--- config.mk ---
export PLATFORM = sky130hd
export DESIGN_NAME = serial_subtractor
export DESIGN_NICKNAME = d
export VERILOG_FILES = /design/src/rtl/serial_subtractor.sv
export SDC_FILE = /design/constraint.sdc
export NUM_CORES = 1
export LEC_CHECK = 0
export BUFFER_PORTS_ARGS = -buffer_cell sky130_fd_sc_hd__buf_2
export CORE_MARGIN = 2
export CORE_UTILIZATION = 54
export CTS_CLUSTER_SIZE = 20
export DETAILED_ROUTE_END_ITERATION = 10
export GPL_TIMING_DRIVEN = 0
export HOLD_SLACK_MARGIN = 0.12
export PLACE_DENSITY = 0.77
export REMOVE_ABC_BUFFERS = 1
export SLEW_MARGIN = 40
export SYNTH_ARGS = -nofsm -noshare
export SYNTH_HDL_FRONTEND = slang
export SYNTH_SLANG_ARGS = --single-unit
--- constraint.sdc ---
create_clock -name i_clk -period 2.3 [get_ports i_clk]
set_clock_uncertainty 0.05 [all_clocks]
set_input_delay 0.345 -clock i_clk [delete_from_list [all_inputs] [get_ports i_clk]]
set_output_delay 0.345 -clock i_clk [all_outputs]
set_load 0.05 [all_outputs]
--- src/rtl/serial_subtractor.sv ---
// serial_subtractor: bit-serial WIDTH-bit subtractor, d = a - b - bin, LSB first.
// A single full-subtractor cell is reused for WIDTH cycles per operation.
// Ports:
//   i_clk    rising-edge clock
//   i_reset  synchronous, active-high reset
//   i_start  request; accepted only in IDLE or DONE
//   i_a      minuend, captured on accepted start
//   i_b      subtrahend, captured on accepted start
//   i_bin    borrow-in, captured on accepted start
//   o_busy   high while the operation is running
//   o_done   one-cycle pulse, o_d/o_bout valid
//   o_d      difference; holds until the next completion
//   o_bout   borrow-out (1 = unsigned underflow); holds with o_d
module serial_subtractor #(
  parameter int unsigned WIDTH = 8
) (
  input  logic             i_clk,
  input  logic             i_reset,
  input  logic             i_start,
  input  logic [WIDTH-1:0] i_a,
  input  logic [WIDTH-1:0] i_b,
  input  logic             i_bin,
  output logic             o_busy,
  output logic             o_done,
  output logic [WIDTH-1:0] o_d,
  output logic             o_bout
);

  localparam int unsigned CW = $clog2(WIDTH);

  typedef enum logic [1:0] {
    ST_IDLE = 2'd0,
    ST_RUN  = 2'd1,
    ST_DONE = 2'd2
  } state_t;

  state_t           r_state;
  state_t           w_state_nxt;
  logic             w_load;
  logic             w_last;

  logic [WIDTH-1:0] r_sa;
  logic [WIDTH-1:0] r_sb;
  logic             r_brw;
  // Upper WIDTH-1 bits of the result shift register; bit 0 is never needed
  // because the final difference is formed together with the last cell output.
  logic [WIDTH-2:0] r_sr;
  logic [CW-1:0]    r_cnt;
  logic             r_busy;
  logic             r_done;
  logic [WIDTH-1:0] r_d;
  logic             r_bout;

  logic             w_diff;
  logic             w_brw_nxt;
  logic [WIDTH-1:0] w_sr_full;

  // Full-subtractor cell on the current LSBs
  assign w_diff    = r_sa[0] ^ r_sb[0] ^ r_brw;
  assign w_brw_nxt = (~r_sa[0] & r_sb[0]) | (~(r_sa[0] ^ r_sb[0]) & r_brw);
  assign w_sr_full = {w_diff, r_sr};

  // Next-state logic
  always_comb begin
    w_state_nxt = r_state;
    w_load      = 1'b0;
    w_last      = 1'b0;
    case (r_state)
      ST_IDLE: begin
        if (i_start) begin
          w_state_nxt = ST_RUN;
          w_load      = 1'b1;
        end
      end
      ST_RUN: begin
        if (r_cnt == CW'(WIDTH - 1)) begin
          w_state_nxt = ST_DONE;
          w_last      = 1'b1;
        end
      end
      ST_DONE: begin
        if (i_start) begin
          w_state_nxt = ST_RUN;
          w_load      = 1'b1;
        end else begin
          w_state_nxt = ST_IDLE;
        end
      end
      default: w_state_nxt = ST_IDLE;
    endcase
  end

  // State register and registered status flags
  always_ff @(posedge i_clk) begin
    if (i_reset) begin
      r_state <= ST_IDLE;
      r_busy  <= 1'b0;
      r_done  <= 1'b0;
    end else begin
      r_state <= w_state_nxt;
      r_busy  <= (w_state_nxt == ST_RUN);
      r_done  <= (w_state_nxt == ST_DONE);
    end
  end

  // Operand shifters, borrow chain, bit counter and result registers
  always_ff @(posedge i_clk) begin
    if (i_reset) begin
      r_sa   <= '0;
      r_sb   <= '0;
      r_brw  <= 1'b0;
      r_sr   <= '0;
      r_cnt  <= '0;
      r_d    <= '0;
      r_bout <= 1'b0;
    end else if (w_load) begin
      r_sa  <= i_a;
      r_sb  <= i_b;
      r_brw <= i_bin;
      r_cnt <= '0;
    end else if (r_state == ST_RUN) begin
      r_sa  <= {1'b0, r_sa[WIDTH-1:1]};
      r_sb  <= {1'b0, r_sb[WIDTH-1:1]};
      r_brw <= w_brw_nxt;
      r_sr  <= w_sr_full[WIDTH-1:1];
      if (w_last) begin
        // Counter parks at zero instead of wrapping past the last bit
        r_cnt  <= '0;
        r_d    <= w_sr_full;
        r_bout <= w_brw_nxt;
      end else begin
        r_cnt <= r_cnt + CW'(1);
      end
    end
  end

  assign o_busy = r_busy;
  assign o_done = r_done;
  assign o_d    = r_d;
  assign o_bout = r_bout;

endmodule
==> results.md, run 1 <==
* Clk_lat worst skew at 0.34 ns
* Mean Syn Cell Area at 8.44 µm²
* R2r startpoint: r_cnt[0]
* Reg-to-reg endpoint: o_d[3]
* Slowest stage delay, CP at 0.48 ns
* Sequential area share after synthesis at 50.5%
* R2R Setup Slk at 0.46 ns
* Slew HR at 54.2%
* Pwr dens at 707 nW/µm²
* DR vias at 1349
* Routed Antenna Nets at 0
* Leak pwr at 0.687 nW
* Final Util at 64.6%
* Status: complete, no violations
* # diodes at 0
* Yosys synthesis warning count at 0
* Num ports at 31
* Fin crit period at 1.84 ns
* Cell taking the most area after synthesis: dfxtp_1
* Die H at 58.2 µm
* Slew Viols, Final at 0
* WL per Instance at 12.5 µm
* Vias per cell at 5.57
* Total power at 1.27 mW
* Final WL at 3030 µm
* Most frequent cells in the layout: nand2_1 (48), dfxtp_1 (40), buf_2 (30), a21oi_1 (20), nor2_1 (18)
* Fillers at 248
* Crit. End Element: flop
* WS Path Type: flop to flop
* Mapped Area at 1590 µm²
* Tightest Hold Check Type: input port to flop
* Detail Placement HPWL at 1990 µm
* Clk sinks at 40
* Cts hold-fix bufs at 0
* Post-synth EDFFs at 0
* Area of the multi-input gates at 709 µm²
* WHS Path Cells at 3
* Setup bufs post-CTS at 0
* RSZ-0062 raised after global routing: false
* Post-Synthesis Cells at 188
* Final hold vios at 0
* Max Freq at 544 MHz
* Start point of the worst hold path: i_b[7]
* GRT Total Usage at 20.7%
* Endpoint, Worst Hold: r_sb[7]
* H-tree depth at 2
* CP max stage cell: ha_1
* Synth Register Bits at 40
* Top cell type's share of synthesized area at 50.5%
* Post-synth ARST share at 0%
* Nets@finish at 233
* Largest net degree at the start of global routing at 41
* Top cell family by delay on the critical path: adder cells
* Inserted Clock Buffers at 5
* Ys flop type: dfxtp_1
* Cts repair resizes at 0
* CTS root buf: clkbuf_4
* Total gr overflow at 0
* Port bufs at 30
* Die area at 3390 µm²
* Synth cell types at 25
* Buf+Inv Stages, Crit Path at 0
* Ratio of cells with drive above 1 in the final layout at 20.4%
* Row count at 19
* Most common cell after layout, fill and taps aside: nand2_1
* Clock-pin slew on the worst setup and hold paths at 0.12 ns
* Initial antenna violation count at 0
* Hold_ws at 0.183 ns
* Max VDD drop at 0.474 mV
* Critical Path AT at 2.01 ns
* GP Congestion at 0.704
* Final period util at 80.0%
* Area grow syn2layout at 13.2%
* Vias in the first global route at 1230
* Least-Margin Pin Slew at 0.688 ns
* Storage cell area at 801 µm²
* # DRC at 0
* Synth top area cells: dfxtp_1 (50%), nand2_1 (11%), a311oi_1 (7.7%), a21oi_1 (6.3%), nor2_1 (4.3%)
* Initial DRC count at 52
* Worst setup SP type: flop
* Die Wd at 58.2 µm
* CTS max path bufs at 2
* Initial Util at 57.0%
* R2R depth at 5
* Global-route wire length before repair at 5290 µm
* CP most frequent cell: ha_1
* TritonCTS clock tree: done
* Worst path required time at 2.47 ns
* Pre-antenna DRT Iters at 6
* Area of the core at 2780 µm²
* Setup Viol. Count Final at 0
* Critical-path maximum fanout at 15
* Maxcap violations at 0
* CP Cell Sequence: ha_1 > ha_1 > nand3b_1 > nand2_1 > a21oi_1
[synth_stat cells, types with 2 or more instances]
library cell and count:
a21oi_1 20, a22oi_1 2, a311oi_1 14, buf_2 5, buf_4 3, clkbuf_1 6
dfxtp_1 40, ha_1 2, nand2_1 48, nand2b_1 2, nand3_1 11, nor2_1 18
nor2b_1 2, nor3_1 3, nor4bb_1 2
[state kept, by name, summed over array words and instances, names as in the netlist]
signal,cells
r_sr,7
o_bout,1
o_busy,1
o_d,8
o_done,1
r_state,2
r_brw,1
r_sa,8
r_sb,8
r_cnt,3
[metrics by stage]
| stage | std cells | cell area [µm²] | setup WS, ns | setup TNS, ns |
|---|---|---|---|---|
| 2_1_floorplan | 172 | 1500 | 0.217 | 0 |
| 3_3_place_gp | 233 | 1690 | -0.270 | -5.20 |
| 3_5_place_dp | 234 | 1730 | 0.449 | 0 |
| 4_1_cts | 242 | 1800 | 0.435 | 0 |
| 5_1_grt | 242 | 1800 | 0.250 | 0 |
| 6_report | 242 | 1800 | 0.461 | 0 |
[layout make-up]
type	count	share of cell area [%]
clock buffer	6	2.86
clock inverter	2	0.836
inverter	1	0.209
multi-input combinational	131	39.5
sequential	40	44.6
tap	31	2.16
timing repair buffer	31	9.89
[how the worst max path moves through the flow]
stage,from,end,slack [ns],depth (start not counted)
after floorplan,r_state[0],o_d[7],0.22,3
after global placement,r_state[0],o_d[7],-0.27,3
after detailed placement,r_cnt[0],o_d[3],0.45,5
after CTS,r_cnt[0],o_d[3],0.44,5
after global routing,r_cnt[0],o_d[3],0.25,5
final,r_cnt[0],o_d[3],0.46,5
[cell families after synthesis]
group,share of synthesized area [%]
adders and majority gates,2.84
buffers and inverters,5.60
DFF,50.5
AOI/OAI and AO/OA,16.7
muxes,0.631
and+or+nand+nor,23.7
[where the power goes]
part / total [mW] / internal, mW / switching (mW)
clock network: 0.381 / 0.148 / 0.232
logic: 0.145 / 0.0575 / 0.0872
registers: 0.745 / 0.726 / 0.0193
[tightest hold or removal path: stages]
cell and delay (ns):
buf_2 0.10, nand2_1 0.05, a21oi_1 0.05
[layer usage]
layer,GRT usage (%),share of wire [%],vias up
met3,6.70,5.0,5
met5,0,0,-
met4,6.98,1.6,0
met1,24.9,46,621
met2,35.1,48,29
li1,-,-,694
Power figures use the tool's default switching activity.
==> run 2: changes to the inputs <==
CORE_UTILIZATION = 53   (was 54)
PLACE_DENSITY = 0.76   (was 0.77)
clock period = 1.8 ns   (was 2.3 ns; I/O delays follow)
==> run 2 against run 1 <==
Against the previous run:
- the run now ends with DRC left
- cell area increased by 1.3%
- final cell count rose by 0.83%
- register-to-register slack got worse by 0.32 ns
==> results.md, run 2 (synthesis gave the netlist of run 1 again) <==
* H-tree depth at 2
* # diodes at 0
* Setup bufs post-CTS at 0
* Maxcap violations at 0
* TritonCTS clock tree: done
* Clk pwr share at 34.1%
* Worst setup SP type: flop
* Initial Util at 56.6%
* Clk sinks at 40
* Fin crit period at 1.66 ns
* Final hold vios at 0
* # DRC at 3
* Critical Path AT at 1.88 ns
* Inserted Clock Buffers at 5
* Least-Margin Pin Slew at 0.698 ns
* Max VDD drop at 0.655 mV
* Failing checks: DRC
* Leak pwr at 0.698 nW
* Routed Antenna Nets at 0
* Tightest Hold Check Type: input port to flop
* Crit. End Element: flop
* Pre-antenna DRT Iters at 7
* Setup ws final at 0.145 ns
* Largest net degree at the start of global routing at 41
* Die area at 3450 µm²
* Initial antenna violation count at 0
* Area grow syn2layout at 14.7%
* Area of the core at 2810 µm²
* DR vias at 1356
* GRT Total Usage at 20.1%
* WS Path Type: flop to flop
* Detail Placement HPWL at 2050 µm
* CTS root buf: clkbuf_4
* Most frequent cells in the layout: nand2_1 (48), dfxtp_1 (40), buf_2 (30), a21oi_1 (20), nor2_1 (18)
* Num ports at 31
* Ratio of cells with drive above 1 in the final layout at 20.7%
* Total power at 1.73 mW
* Clock-pin slew on the worst setup and hold paths at 0.12 ns
* WL per Instance at 12.9 µm
* Setup TNS at 0 ns
* Setup Viol. Count Final at 0
* Nets@finish at 235
* Global-route wire length before repair at 5210 µm
* Max Freq at 604 MHz
* Status: finished with violations
* GP Congestion at 0.679
* Pwr dens at 948 nW/µm²
* RSZ-0062 raised after global routing: false
* CTS max path bufs at 2
* Total gr overflow at 0
* Sw power at 0.438 mW
* Power Internal at 1.29 mW
* Setup WS pre-CTS at -0.0165 ns
* Row count at 19
* Vias in the first global route at 1215
* Final period util at 92.0%
* Die Wd at 58.7 µm
* Slew HR at 53.4%
* Die H at 58.7 µm
* Vias per cell at 5.56
* Part of the power in registers at 55.2%
* Worst path required time at 2.02 ns
* Critical-path maximum fanout at 27
* Initial DRC count at 35
* Clk_lat worst skew at 0.36 ns
* Slew Viols, Final at 0
* Logic pwr share at 10.7%
* Most common cell after layout, fill and taps aside: nand2_1
* Final WL at 3150 µm
* Port bufs at 30
* Switching fraction of total power at 25.4%
-- run 2: cell count changes in the layout (fill, tap and decap cells not counted) --
cell | before | now
clkinv_2 | 0 | 1
buf_8 | 0 | 1
buf_16 | 1 | 0
ha_1 | 2 | 1
bufinv_16 | 0 | 1
ha_2 | 0 | 1
clkinvlp_4 | 2 | 1
clkbuf_8 | 1 | 0
dlygate4sd3_1 | 0 | 2
-- run 2: per-layer routing --
metal,wire length [µm],GRT usage (%),up-vias
met4,48,6.82,0
met5,0,0,-
met1,1280,21.3,626
li1,-,-,691
met3,180,6.59,6
met2,1640,37.1,33
-- run 2: power groups by stage --
stage	registers (mW)	clock network [mW]	logic (mW)
2_1_floorplan	0.972	0	0.105
3_3_place_gp	0.968	0	0.165
3_5_place_dp	0.972	0	0.181
4_1_cts	0.952	0.601	0.184
5_1_grt	0.958	0.636	0.207
6_report	0.952	0.589	0.185
-- run 2: worst paths after layout --
check,startpoint,end,slack [ns],cells past startpoint
worst max-delay path,r_state[1],r_cnt[0],0.14,3
worst min-delay path,i_b[2],r_sb[2],0.14,3
worst max register to register,r_state[1],r_cnt[0],0.14,3
worst min register to register,o_d[2],o_d[2],0.41,2
-- run 2: repair_timing --
action	4_1_cts	5_1_grt
hold buffers	1	1
resized for setup	1	0
hold endpoints to repair	1	1
endpoints found under the setup margin	8	0
-- run 2: area by class of cell --
type | instances | area, µm²
clock buffer | 5 | 37.5
clock inverter | 3 | 42.5
fill | 262 | 985
inverter | 1 | 3.75
multi-input combinational | 131 | 712
sequential | 40 | 801
tap | 31 | 38.8
timing repair buffer | 33 | 185
-- run 2: stage by stage --
| stage | instance area [µm²] | hold WS (ns) | instances | utilization, % |
|---|---|---|---|---|
| after floorplan | 1500 | 0.289 | 172 | - |
| after global placement | 1690 | 0.389 | 233 | 60.3 |
| after detailed placement | 1720 | 0.394 | 234 | 61.2 |
| after CTS | 1810 | 0.127 | 243 | 64.5 |
| after global routing | 1820 | 0.144 | 244 | 64.9 |
| final | 1820 | 0.138 | 244 | 64.9 |
-- run 2: worst max-delay path, cell delays in order (launching register included) --
cell and delay [ns]:
dfxtp_1 0.38, nand2b_2 0.46, or3_1 0.46, a211oi_2 0.23
==> run 3: changes to the inputs <==
BUFFER_PORTS_ARGS = -buffer_cell sky130_fd_sc_hd__buf_4   (was -buffer_cell sky130_fd_sc_hd__buf_2)
==> run 3 against run 2 <==
Against the previous run:
- the run still ends with DRC left
- maximum frequency up 0.74%
- hold slack better by 0.017 ns
- clock-buffer cell count is the same
- largest power group unchanged
- highest routed layer unchanged
==> results.md, run 3 (synthesis gave the netlist of run 1 again) <==
* Status: finished with violations
* Failing checks: DRC
* Ratio of cells with drive above 1 in the final layout at 20.8%
* Largest net degree at the start of global routing at 41
* RSZ-0062 raised after global routing: false
* Setup WS pre-CTS at -0.0240 ns
* Worst setup SP type: flop
* R2R Setup Slk at 0.16 ns
* Max VDD drop at 0.604 mV
* Setup ws final at 0.157 ns
* # DRC at 3
* GRT Total Usage at 20.3%
* Start point of the worst hold path: i_b[3]
* DR vias at 1356
* H-tree depth at 2
* Area of the core at 2810 µm²
* Worst setup startpoint: r_cnt[0]
* Critical-path maximum fanout at 15
* R2r startpoint: r_cnt[0]
* Slowest stage delay, CP at 0.37 ns
* Most frequent cells in the layout: nand2_1 (48), dfxtp_1 (40), buf_4 (30), a21oi_1 (20), nor2_1 (18)
* Vias in the first global route at 1214
* Die area at 3450 µm²
* Total gr overflow at 0
* Routed Antenna Nets at 0
* Slew HR at 59.0%
* Detail Placement HPWL at 1940 µm
* Worst path required time at 1.98 ns
* Final Util at 67.2%
* CP Cell Sequence: ha_1 > ha_2 > nand3b_1 > nand2_1 > a21oi_1
* WS Path Type: flop to flop
* Initial Util at 56.6%
* Crit. End Element: flop
* Final WL at 3020 µm
* Pwr dens at 918 nW/µm²
* Most common cell after layout, fill and taps aside: nand2_1
* Num ports at 31
* Filler-free cell count of the finished design at 243
* Area grow syn2layout at 18.8%
* Final period util at 91.3%
* GP Congestion at 0.687
* Max Freq at 609 MHz
* # diodes at 0
* Tightest Hold Check Type: input port to flop
* CTS root buf: clkbuf_4
* Final hold vios at 0
* Total power at 1.73 mW
* Fin crit period at 1.64 ns
* Pre-antenna DRT Iters at 8
* Storage cell area at 801 µm²
* Maxcap violations at 0
* Setup TNS at 0 ns
* Inserted Clock Buffers at 5
* Least-Margin Pin Slew at 0.614 ns
* Die Wd at 58.7 µm
* Setup Viol. Count Final at 0
* Die H at 58.7 µm
* CP max stage cell: dfxtp_1
* WHS Path Cells at 3
* Leak pwr at 0.709 nW
* Global-route wire length before repair at 5230 µm
* Clk sinks at 40
* Vias per cell at 5.58
* CTS max path bufs at 2
* Slew Viols, Final at 0
* Port bufs at 30
* Initial DRC count at 45
* WL per Instance at 12.4 µm
* R2R depth at 5
* Area of the multi-input gates at 712 µm²
* Nets@finish at 234
* Clk_lat worst skew at 0.34 ns
* Row count at 19
* Clock-pin slew on the worst setup and hold paths at 0.12 ns
* Initial antenna violation count at 0
* Critical Path AT at 1.82 ns
* Post-Place Cells at 234
* Fillers at 244
* TritonCTS clock tree: done
## run 3: final timing paths
| check | end |
|---|---|
| worst max-delay path | o_d[6] |
| worst min-delay path | r_sb[3] |
| worst max register to register | o_d[6] |
| worst min register to register | o_d[5] |
## run 3: final cells by class
type                       instances  area share [%]
clock buffer                       5            1.99
clock inverter                     3            2.26
inverter                           1           0.199
multi-input combinational        131            37.8
sequential                        40            42.5
tap                               31            2.06
timing repair buffer              32            13.3
## run 3: per-stage QoR
| stage | instance area (µm²) | hold WS (ns) |
|---|---|---|
| 6_report | 1890 | 0.156 |
| 2_1_floorplan | 1500 | 0.289 |
| 5_1_grt | 1890 | 0.139 |
| 3_5_place_dp | 1790 | 0.397 |
| 4_1_cts | 1890 | 0.145 |
| 3_3_place_gp | 1770 | 0.391 |
## run 3: repair_timing
item	CTS	global route
hold buffers	1	0
setup buffers	0	0
endpoints found under the hold margin	1	0
resized for setup	1	0
endpoints found under the setup margin	8	0
## run 3: routing by layer
layer / global-route usage [%] / routed length (µm) / vias to the layer above
met3: 7.91 / 169 / 4
met5: 0 / 0 / -
met1: 23.8 / 1350 / 630
li1: - / - / 691
met4: 8.44 / 47 / 0
met2: 33.2 / 1460 / 31
## run 3: power breakdown
group          total (mW)  switching, mW  internal [mW]  leakage [nW]
combinational       0.192          0.110         0.0822         0.341
sequential          0.952         0.0253          0.927         0.327
clock               0.586          0.296          0.290        0.0412
total                1.73          0.431           1.30         0.709
## run 3: worst max-delay path: cells and delay by family (launching register included)
family	cells	cell delay (ns)
compound gates	1	0.08
fa+ha+maj	2	0.51
flops	1	0.37
simple gates	2	0.52
